**src/rtl/cpu_ctrl_pkg.sv**
```systemverilog
// Shared types and encodings for the multi-cycle LEGv8-subset controller:
// FSM states, instruction classes, opcode patterns, ALU / pc_src / fault codes.
package cpu_ctrl_pkg;

    typedef enum logic [2:0] {
        ST_IDLE,
        ST_FETCH,
        ST_DECODE,
        ST_EXEC,
        ST_MEM,
        ST_WB,
        ST_HALT
    } state_e;

    typedef enum logic [3:0] {
        CL_NONE,
        CL_ADD,
        CL_SUB,
        CL_AND,
        CL_ORR,
        CL_LDUR,
        CL_STUR,
        CL_CBZ,
        CL_B
    } iclass_e;

    localparam logic [10:0] OP_ADD  = 11'b10001011000;
    localparam logic [10:0] OP_SUB  = 11'b11001011000;
    localparam logic [10:0] OP_AND  = 11'b10001010000;
    localparam logic [10:0] OP_ORR  = 11'b10101010000;
    localparam logic [10:0] OP_LDUR = 11'b11111000010;
    localparam logic [10:0] OP_STUR = 11'b11111000000;
    // CBZ and B are matched on their leading bits only
    localparam logic [7:0]  OP_CBZ_HI = 8'b10110100;
    localparam logic [5:0]  OP_B_HI   = 6'b000101;

    localparam logic [3:0] ALU_ADD   = 4'b0010;
    localparam logic [3:0] ALU_SUB   = 4'b0110;
    localparam logic [3:0] ALU_AND   = 4'b0000;
    localparam logic [3:0] ALU_ORR   = 4'b0001;
    localparam logic [3:0] ALU_PASSB = 4'b0111;

    localparam logic [1:0] PC_SEQ = 2'b00;
    localparam logic [1:0] PC_CB  = 2'b01;
    localparam logic [1:0] PC_B   = 2'b10;

    localparam logic [1:0] FC_NONE     = 2'b00;
    localparam logic [1:0] FC_ILLEGAL  = 2'b01;
    localparam logic [1:0] FC_FETCH_TO = 2'b10;
    localparam logic [1:0] FC_DATA_TO  = 2'b11;

endpackage

```
**src/rtl/cpu_insn_decode.sv**
```systemverilog
// Combinational opcode classifier: opcode -> instruction class, ALU control, illegal flag.
module cpu_insn_decode
    import cpu_ctrl_pkg::*;
(
    input  logic [10:0] opcode_i,
    output iclass_e     iclass_o,
    output logic [3:0]  alu_ctrl_o,
    output logic        illegal_o
);

    always_comb begin
        iclass_o   = CL_NONE;
        alu_ctrl_o = ALU_ADD;
        illegal_o  = 1'b0;
        if (opcode_i == OP_ADD) begin
            iclass_o = CL_ADD;
        end else if (opcode_i == OP_SUB) begin
            iclass_o   = CL_SUB;
            alu_ctrl_o = ALU_SUB;
        end else if (opcode_i == OP_AND) begin
            iclass_o   = CL_AND;
            alu_ctrl_o = ALU_AND;
        end else if (opcode_i == OP_ORR) begin
            iclass_o   = CL_ORR;
            alu_ctrl_o = ALU_ORR;
        end else if (opcode_i == OP_LDUR) begin
            iclass_o = CL_LDUR;
        end else if (opcode_i == OP_STUR) begin
            iclass_o = CL_STUR;
        end else if (opcode_i[10:3] == OP_CBZ_HI) begin
            iclass_o   = CL_CBZ;
            alu_ctrl_o = ALU_PASSB;
        end else if (opcode_i[10:5] == OP_B_HI) begin
            iclass_o = CL_B;
        end else begin
            illegal_o = 1'b1;
        end
    end

endmodule

```
**src/rtl/cpu_multicycle_ctrl.sv**
```systemverilog
// Multi-cycle control FSM for the LEGv8-subset datapath with RAM req/ack timeout.
// Optional performance counters (cycle_cnt, instr_cnt) are built when CTRL_PERF_CNT_EN is defined.
//
// state  | meaning
// IDLE   | waiting for start
// FETCH  | instruction RAM request until ack
// DECODE | latch class; B completes here
// EXEC   | ALU operation; CBZ completes here
// MEM    | data RAM request until ack; STUR completes here
// WB     | register write-back
// HALT   | fault, only reset leaves
module cpu_multicycle_ctrl
    import cpu_ctrl_pkg::*;
#(
    parameter int MEM_TIMEOUT = 16,
    parameter int CNT_W       = 32
) (
    input  logic             clk,
    input  logic             reset,
    input  logic             start,
    input  logic [10:0]      opcode,
    input  logic             zero_flag,
    input  logic             mem_ack,
    output logic             ins_read,
    output logic             ir_write,
    output logic             pc_write,
    output logic [1:0]       pc_src,
    output logic             reg2loc,
    output logic             alu_src,
    output logic [3:0]       alu_ctrl,
    output logic             mem_read,
    output logic             mem_write,
    output logic             mem_to_reg,
    output logic             reg_write,
    output logic             retire,
    output logic             busy,
    output logic             fault,
`ifdef CTRL_PERF_CNT_EN
    output logic [CNT_W-1:0] cycle_cnt,
    output logic [CNT_W-1:0] instr_cnt,
`endif
    output logic [1:0]       fault_code
);

    localparam int TO_W = (MEM_TIMEOUT > 2) ? $clog2(MEM_TIMEOUT) : 1;
    localparam logic [TO_W-1:0] TO_LAST = TO_W'(MEM_TIMEOUT - 1);

    state_e          state_q, state_d;
    iclass_e         iclass_q, iclass_d;
    logic [3:0]      alu_q, alu_d;
    logic [TO_W-1:0] to_cnt_q, to_cnt_d;
    logic [1:0]      fcode_q, fcode_d;

    iclass_e    dec_class;
    logic [3:0] dec_alu;
    logic       dec_illegal;
    logic       to_hit;

    cpu_insn_decode u_decode (
        .opcode_i   (opcode),
        .iclass_o   (dec_class),
        .alu_ctrl_o (dec_alu),
        .illegal_o  (dec_illegal)
    );

    always_ff @(posedge clk or posedge reset) begin
        if (reset) begin
            state_q  <= ST_IDLE;
            iclass_q <= CL_NONE;
            alu_q    <= '0;
            to_cnt_q <= '0;
            fcode_q  <= FC_NONE;
        end else begin
            state_q  <= state_d;
            iclass_q <= iclass_d;
            alu_q    <= alu_d;
            to_cnt_q <= to_cnt_d;
            fcode_q  <= fcode_d;
        end
    end

    // The timeout cycle drops the RAM request but still honours a late ack.
    assign to_hit = (to_cnt_q == TO_LAST);

    always_comb begin
        state_d    = state_q;
        iclass_d   = iclass_q;
        alu_d      = alu_q;
        to_cnt_d   = to_cnt_q;
        fcode_d    = fcode_q;
        ins_read   = 1'b0;
        ir_write   = 1'b0;
        pc_write   = 1'b0;
        pc_src     = PC_SEQ;
        reg2loc    = 1'b0;
        alu_src    = 1'b0;
        alu_ctrl   = 4'b0000;
        mem_read   = 1'b0;
        mem_write  = 1'b0;
        mem_to_reg = 1'b0;
        reg_write  = 1'b0;
        retire     = 1'b0;
        case (state_q)
            ST_IDLE: begin
                if (start) begin
                    state_d  = ST_FETCH;
                    to_cnt_d = '0;
                end
            end
            ST_FETCH: begin
                ins_read = !to_hit;
                ir_write = mem_ack;
                if (mem_ack) begin
                    state_d = ST_DECODE;
                end else if (to_hit) begin
                    state_d = ST_HALT;
                    fcode_d = FC_FETCH_TO;
                end else begin
                    to_cnt_d = to_cnt_q + TO_W'(1);
                end
            end
            ST_DECODE: begin
                iclass_d = dec_class;
                alu_d    = dec_alu;
                if (dec_illegal) begin
                    state_d = ST_HALT;
                    fcode_d = FC_ILLEGAL;
                end else if (dec_class == CL_B) begin
                    pc_write = 1'b1;
                    pc_src   = PC_B;
                    retire   = 1'b1;
                    state_d  = ST_FETCH;
                    to_cnt_d = '0;
                end else begin
                    state_d = ST_EXEC;
                end
            end
            ST_EXEC: begin
                alu_ctrl = alu_q;
                case (iclass_q)
                    CL_LDUR, CL_STUR: begin
                        alu_src  = 1'b1;
                        reg2loc  = (iclass_q == CL_STUR);
                        state_d  = ST_MEM;
                        to_cnt_d = '0;
                    end
                    CL_CBZ: begin
                        reg2loc  = 1'b1;
                        pc_write = 1'b1;
                        pc_src   = zero_flag ? PC_CB : PC_SEQ;
                        retire   = 1'b1;
                        state_d  = ST_FETCH;
                        to_cnt_d = '0;
                    end
                    default: state_d = ST_WB;
                endcase
            end
            ST_MEM: begin
                alu_ctrl = alu_q;
                alu_src  = 1'b1;
                reg2loc  = (iclass_q == CL_STUR);
                if (iclass_q == CL_STUR) mem_write = !to_hit;
                else                     mem_read  = !to_hit;
                if (mem_ack) begin
                    if (iclass_q == CL_STUR) begin
                        pc_write = 1'b1;
                        retire   = 1'b1;
                        state_d  = ST_FETCH;
                        to_cnt_d = '0;
                    end else begin
                        state_d = ST_WB;
                    end
                end else if (to_hit) begin
                    state_d = ST_HALT;
                    fcode_d = FC_DATA_TO;
                end else begin
                    to_cnt_d = to_cnt_q + TO_W'(1);
                end
            end
            ST_WB: begin
                alu_ctrl   = alu_q;
                alu_src    = (iclass_q == CL_LDUR);
                mem_to_reg = (iclass_q == CL_LDUR);
                reg_write  = 1'b1;
                pc_write   = 1'b1;
                retire     = 1'b1;
                state_d    = ST_FETCH;
                to_cnt_d   = '0;
            end
            ST_HALT: ;
            default: state_d = ST_IDLE;
        endcase
    end

    assign busy       = (state_q != ST_IDLE) && (state_q != ST_HALT);
    assign fault      = (state_q == ST_HALT);
    assign fault_code = fcode_q;

`ifdef CTRL_PERF_CNT_EN
    logic [CNT_W-1:0] cycle_cnt_q, instr_cnt_q;

    // Both counters stop naturally in HALT: busy and retire are low there.
    always_ff @(posedge clk or posedge reset) begin
        if (reset) begin
            cycle_cnt_q <= '0;
            instr_cnt_q <= '0;
        end else begin
            if (busy)   cycle_cnt_q <= cycle_cnt_q + CNT_W'(1);
            if (retire) instr_cnt_q <= instr_cnt_q + CNT_W'(1);
        end
    end

    assign cycle_cnt = cycle_cnt_q;
    assign instr_cnt = instr_cnt_q;
`else
    // Counter width only matters when the counters are built.
    logic unused_cnt_w;
    assign unused_cnt_w = (CNT_W > 0);
`endif

endmodule

```
**config.mk**
```make
export PLATFORM = sky130hd
export DESIGN_NAME = cpu_multicycle_ctrl
export DESIGN_NICKNAME = d
export VERILOG_FILES = /design/src/rtl/cpu_ctrl_pkg.sv /design/src/rtl/cpu_insn_decode.sv /design/src/rtl/cpu_multicycle_ctrl.sv
export SDC_FILE = /design/constraint.sdc
export NUM_CORES = 1
export LEC_CHECK = 0
export CORE_MARGIN = 2
export CORE_UTILIZATION = 50
export CTS_CLUSTER_DIAMETER = 150
export CTS_CLUSTER_SIZE = 10
export DETAILED_ROUTE_END_ITERATION = 6
export PLACE_DENSITY_LB_ADDON = 0.05
export SLEW_MARGIN = 20
export SYNTH_ARGS = -nofsm -noshare
export SYNTH_HDL_FRONTEND = slang
export SYNTH_HIERARCHICAL = 1
export SYNTH_SLANG_ARGS = --single-unit
```
**constraint.sdc**
```tcl
create_clock -name clk -period 5.8 [get_ports clk]
set_input_delay 1.16 -clock clk [delete_from_list [all_inputs] [get_ports clk]]
set_output_delay 1.16 -clock clk [all_outputs]
set_load 0.005 [all_outputs]
```
==> metrics.md <==
| Metric | Value |
|---|---|
| Largest net degree at the start of global routing | 18 |
| Total gr overflow | 0 |
| Max cap viols | 0 |
| WHS | 0.508 ns |
| Min-Delay Endpoint | alu_q[1]$_DFFE_PP0N_ |
| Fraction of layout instances using a drive strength above 1 | 0.128 |
| R2R Path Start | state_q[1]$_DFFE_PP0P_ |
| Worst skew pair latency | 0.29 ns |
| LEAKAGE | 0.722 nW |
| Worst-Margin Slew | 0.667 ns |
| Max-slew violation count | 0 |
| First-pass GRT wire length | 5620 um |
| Critical Path AT | 3.94 ns |
| Sw power | 0.240 mW |
| Core area | 2730 um2 |
| Die area | 3280 um2 |
| Min Clock Period, post-route | 5.10 ns |
| Worst-path cell chain | clkdlybuf4s50_1 > nor4b_2 > and3b_2 > nand2_1 > o21a_1 > or4b_4 > nor3_1 > a21oi_1 > o21ai_0 > clkdlybuf4s50_1 |
| Req. time, crit path | 4.64 ns |
| Worst IR Drop VDD | 0.304 mV |
| Post-CTS sizing | 0 |
| Worst Setup End Kind | output port |
| I/O pin cnt | 36 |
| Max Freq | 0.196 GHz |
| Final WL | 3260 um |
| Clock Power Share | 0.112 |
| Most frequent CP cell | clkdlybuf4s50_1 |
| Placed Cells | 222 |
| Placed cell areas | 1730 um2 |
| Post CTS Setup Buffer Count | 0 |
| Most frequent cells in the layout | 35 x clkdlybuf4s50_1, 19 x nor2_1, 17 x dfrtp_1 |
| Port bufs | 35 |
| Syn Inst Count | 165 |
| Critical Path Start | opcode[10] |
| R2R depth | 5 |
| Max incr delay on CP | 0.56 ns |
| Crit start category | input port |
| Avg Inst Size Synth | 8.61 um2 |
| FF-to-FF setup slack | 3.76 ns |
| Yosys warns | 6 |
| Commonest non-fill, non-tap cell in the layout | clkdlybuf4s50_1 |
| Hold Crit Start | alu_q[1]$_DFFE_PP0N_ |
| Top_reg_cell synth | dfrtp_1 |
| Chip Width | 57.3 um |
| Final worst setup slack | 0.702 ns |
| Status | finished clean |
| Vias per Instance | 5.98 |
| Seq/Total Area, Yosys | 0.300 |
| Via count | 1351 |
| DR DRC count | 0 |
| Power Total | 0.575 mW |
| Antenna violations before repair | 0 |
| Comb pwr share | 0.546 |
| Wirelength per Cell | 14.4 um |
| # fillers | 253 |
| Final nets | 213 |
| Number of synthesized flops with an enable pin | 0 |
| Post-route ant nets | 0 |
| Gpl congestion | 0.829 |
| # setup viols final | 0 |
| Vias in the first global route | 1222 |
| Clock Sinks | 17 |
| Register bit count reported by yosys | 17 |
| Row cnt | 19 |
| Asr flop ratio synth | 1.00 |
| Fin Clk Skew | 0.0112 ns |
| Hold_buf cts | 0 |
| CP Class | in -> out |
| Synth cell types | 52 |
| Worst slew margin | 0.550 |
| Critical-path maximum fanout | 6 |
| Worst hold path class | reg -> reg |
| Reg clk slew, reported paths | 0.09 ns |
| Detail Placement HPWL | 2530 um |
| CTS tree | yes |
| CTS root buf | clkbuf_4 |
| Num CTS Buffers | 3 |
| Synthesized area | 1420 um2 |
| Die height | 57.3 um |
| Antenna cell count | 0 |
| Total GRT Usage | 0.214 |
| Final Hold Viols | 0 |
| Fin util | 0.644 |
| R2r endpoint | to_cnt_q[1]$_DFFE_PP0P_ |
| Starting Density | 0.519 |
| Finished Layout Cells | 226 |
| Fin Setup TNS | 0 ns |
| Final instance area | 1760 um2 |
| DP Worst Slack | 0.716 ns |
| Power Density | 326 nW/um2 |
| # H-tree levels | 1 |
| Hold Path Depth | 1 |
| Final period util | 0.879 |
| Switching Share | 0.418 |
| Net Count, Synth | 182 |
| P_int | 0.334 mW |
| Slowest-stage cell, CP | clkdlybuf4s50_1 |
| P&R area growth vs syn | 24.0% |
| Pre-antenna DRT Iters | 4 |
| Flop pwr share | 0.342 |
| RSZ-0062 raised after global routing | no |
| Clock buffer depth | 2 |
| Initial drt markers | 44 |
per-layer routing:
layer,up-vias,share of wire,routed length (um),GRT usage
met5,-,0,0,0
met2,51,0.45,1460,0.323
met3,8,0.061,198,0.0408
met1,625,0.48,1560,0.319
met4,0,0.011,36,0.0465
li1,667,-,-,-
logic make-up (layout without fill, tap and decap cells):
group,after synthesis,in the layout,synth area share
mux,8,8,0.0634
flops,17,17,0.300
other cells,1,1,0.00264
buf+inv,14,44,0.0687
compound gates,42,42,0.204
xor+xnor,1,1,0.00617
fa+ha+maj,1,1,0.00881
simple gates,81,81,0.346
power by group through the flow:
stage | Clock (mW) | Sequential, mW | Combinational, mW
after floorplan | 0 | 0.158 | 0.256
after global placement | 0 | 0.197 | 0.309
after detailed placement | 0 | 0.197 | 0.315
after CTS | 0.0669 | 0.195 | 0.316
after global routing | 0.0709 | 0.203 | 0.352
final | 0.0644 | 0.196 | 0.314
final cells by class:
class	count	area, um2	area share
tap	31	38.8	0.0220
multi-input combinational	134	897	0.510
inverter	4	15.0	0.00853
timing repair buffer	36	358	0.203
sequential	17	425	0.242
clock buffer	4	26.3	0.0149
synthesized netlist by cell type (2+ instances only):
cell type	instances	area (um2)
a21oi_1	11	55.1
a31oi_1	3	18.8
and2_1	5	31.3
and2b_2	3	26.3
and3_1	6	37.5
and4bb_1	2	25.0
buf_4	2	15.0
clkbuf_1	4	15.0
clkbuf_8	3	41.3
dfrtp_1	17	425
inv_1	3	11.3
mux2_2	8	90.1
nand2_1	14	52.6
nand2b_1	5	31.3
nand3_1	3	15.0
nand3b_1	2	15.0
nor2_1	19	71.3
nor2b_1	3	18.8
nor3_1	6	30.0
o21a_1	2	15.0
o21ai_0	5	25.0
o21ai_1	4	20.0
o221ai_1	2	17.5
o2bb2ai_1	2	17.5
o31ai_1	4	30.0
sequential cells by signal, summed over array words and instances (netlist names):
register,flops
state_q,3
iclass_q,4
fault_code,2
alu_q,4
to_cnt_q,4
worst max-delay path: cells and delay by family:
kind | cells | cell delay [ns]
simple gates | 5 | 1.41
buf+inv | 2 | 1.10
compound gates | 3 | 0.28
worst max path at each step:
stage                           to  slack, ns  cells after the start
after floorplan             retire       1.68                      9
after global placement    pc_write       0.80                     10
after detailed placement  pc_write       0.72                     10
after CTS                 pc_write       0.70                     10
after global routing      pc_write       0.52                     10
final                     pc_write       0.70                     10
Power figures use the tool's default switching activity.
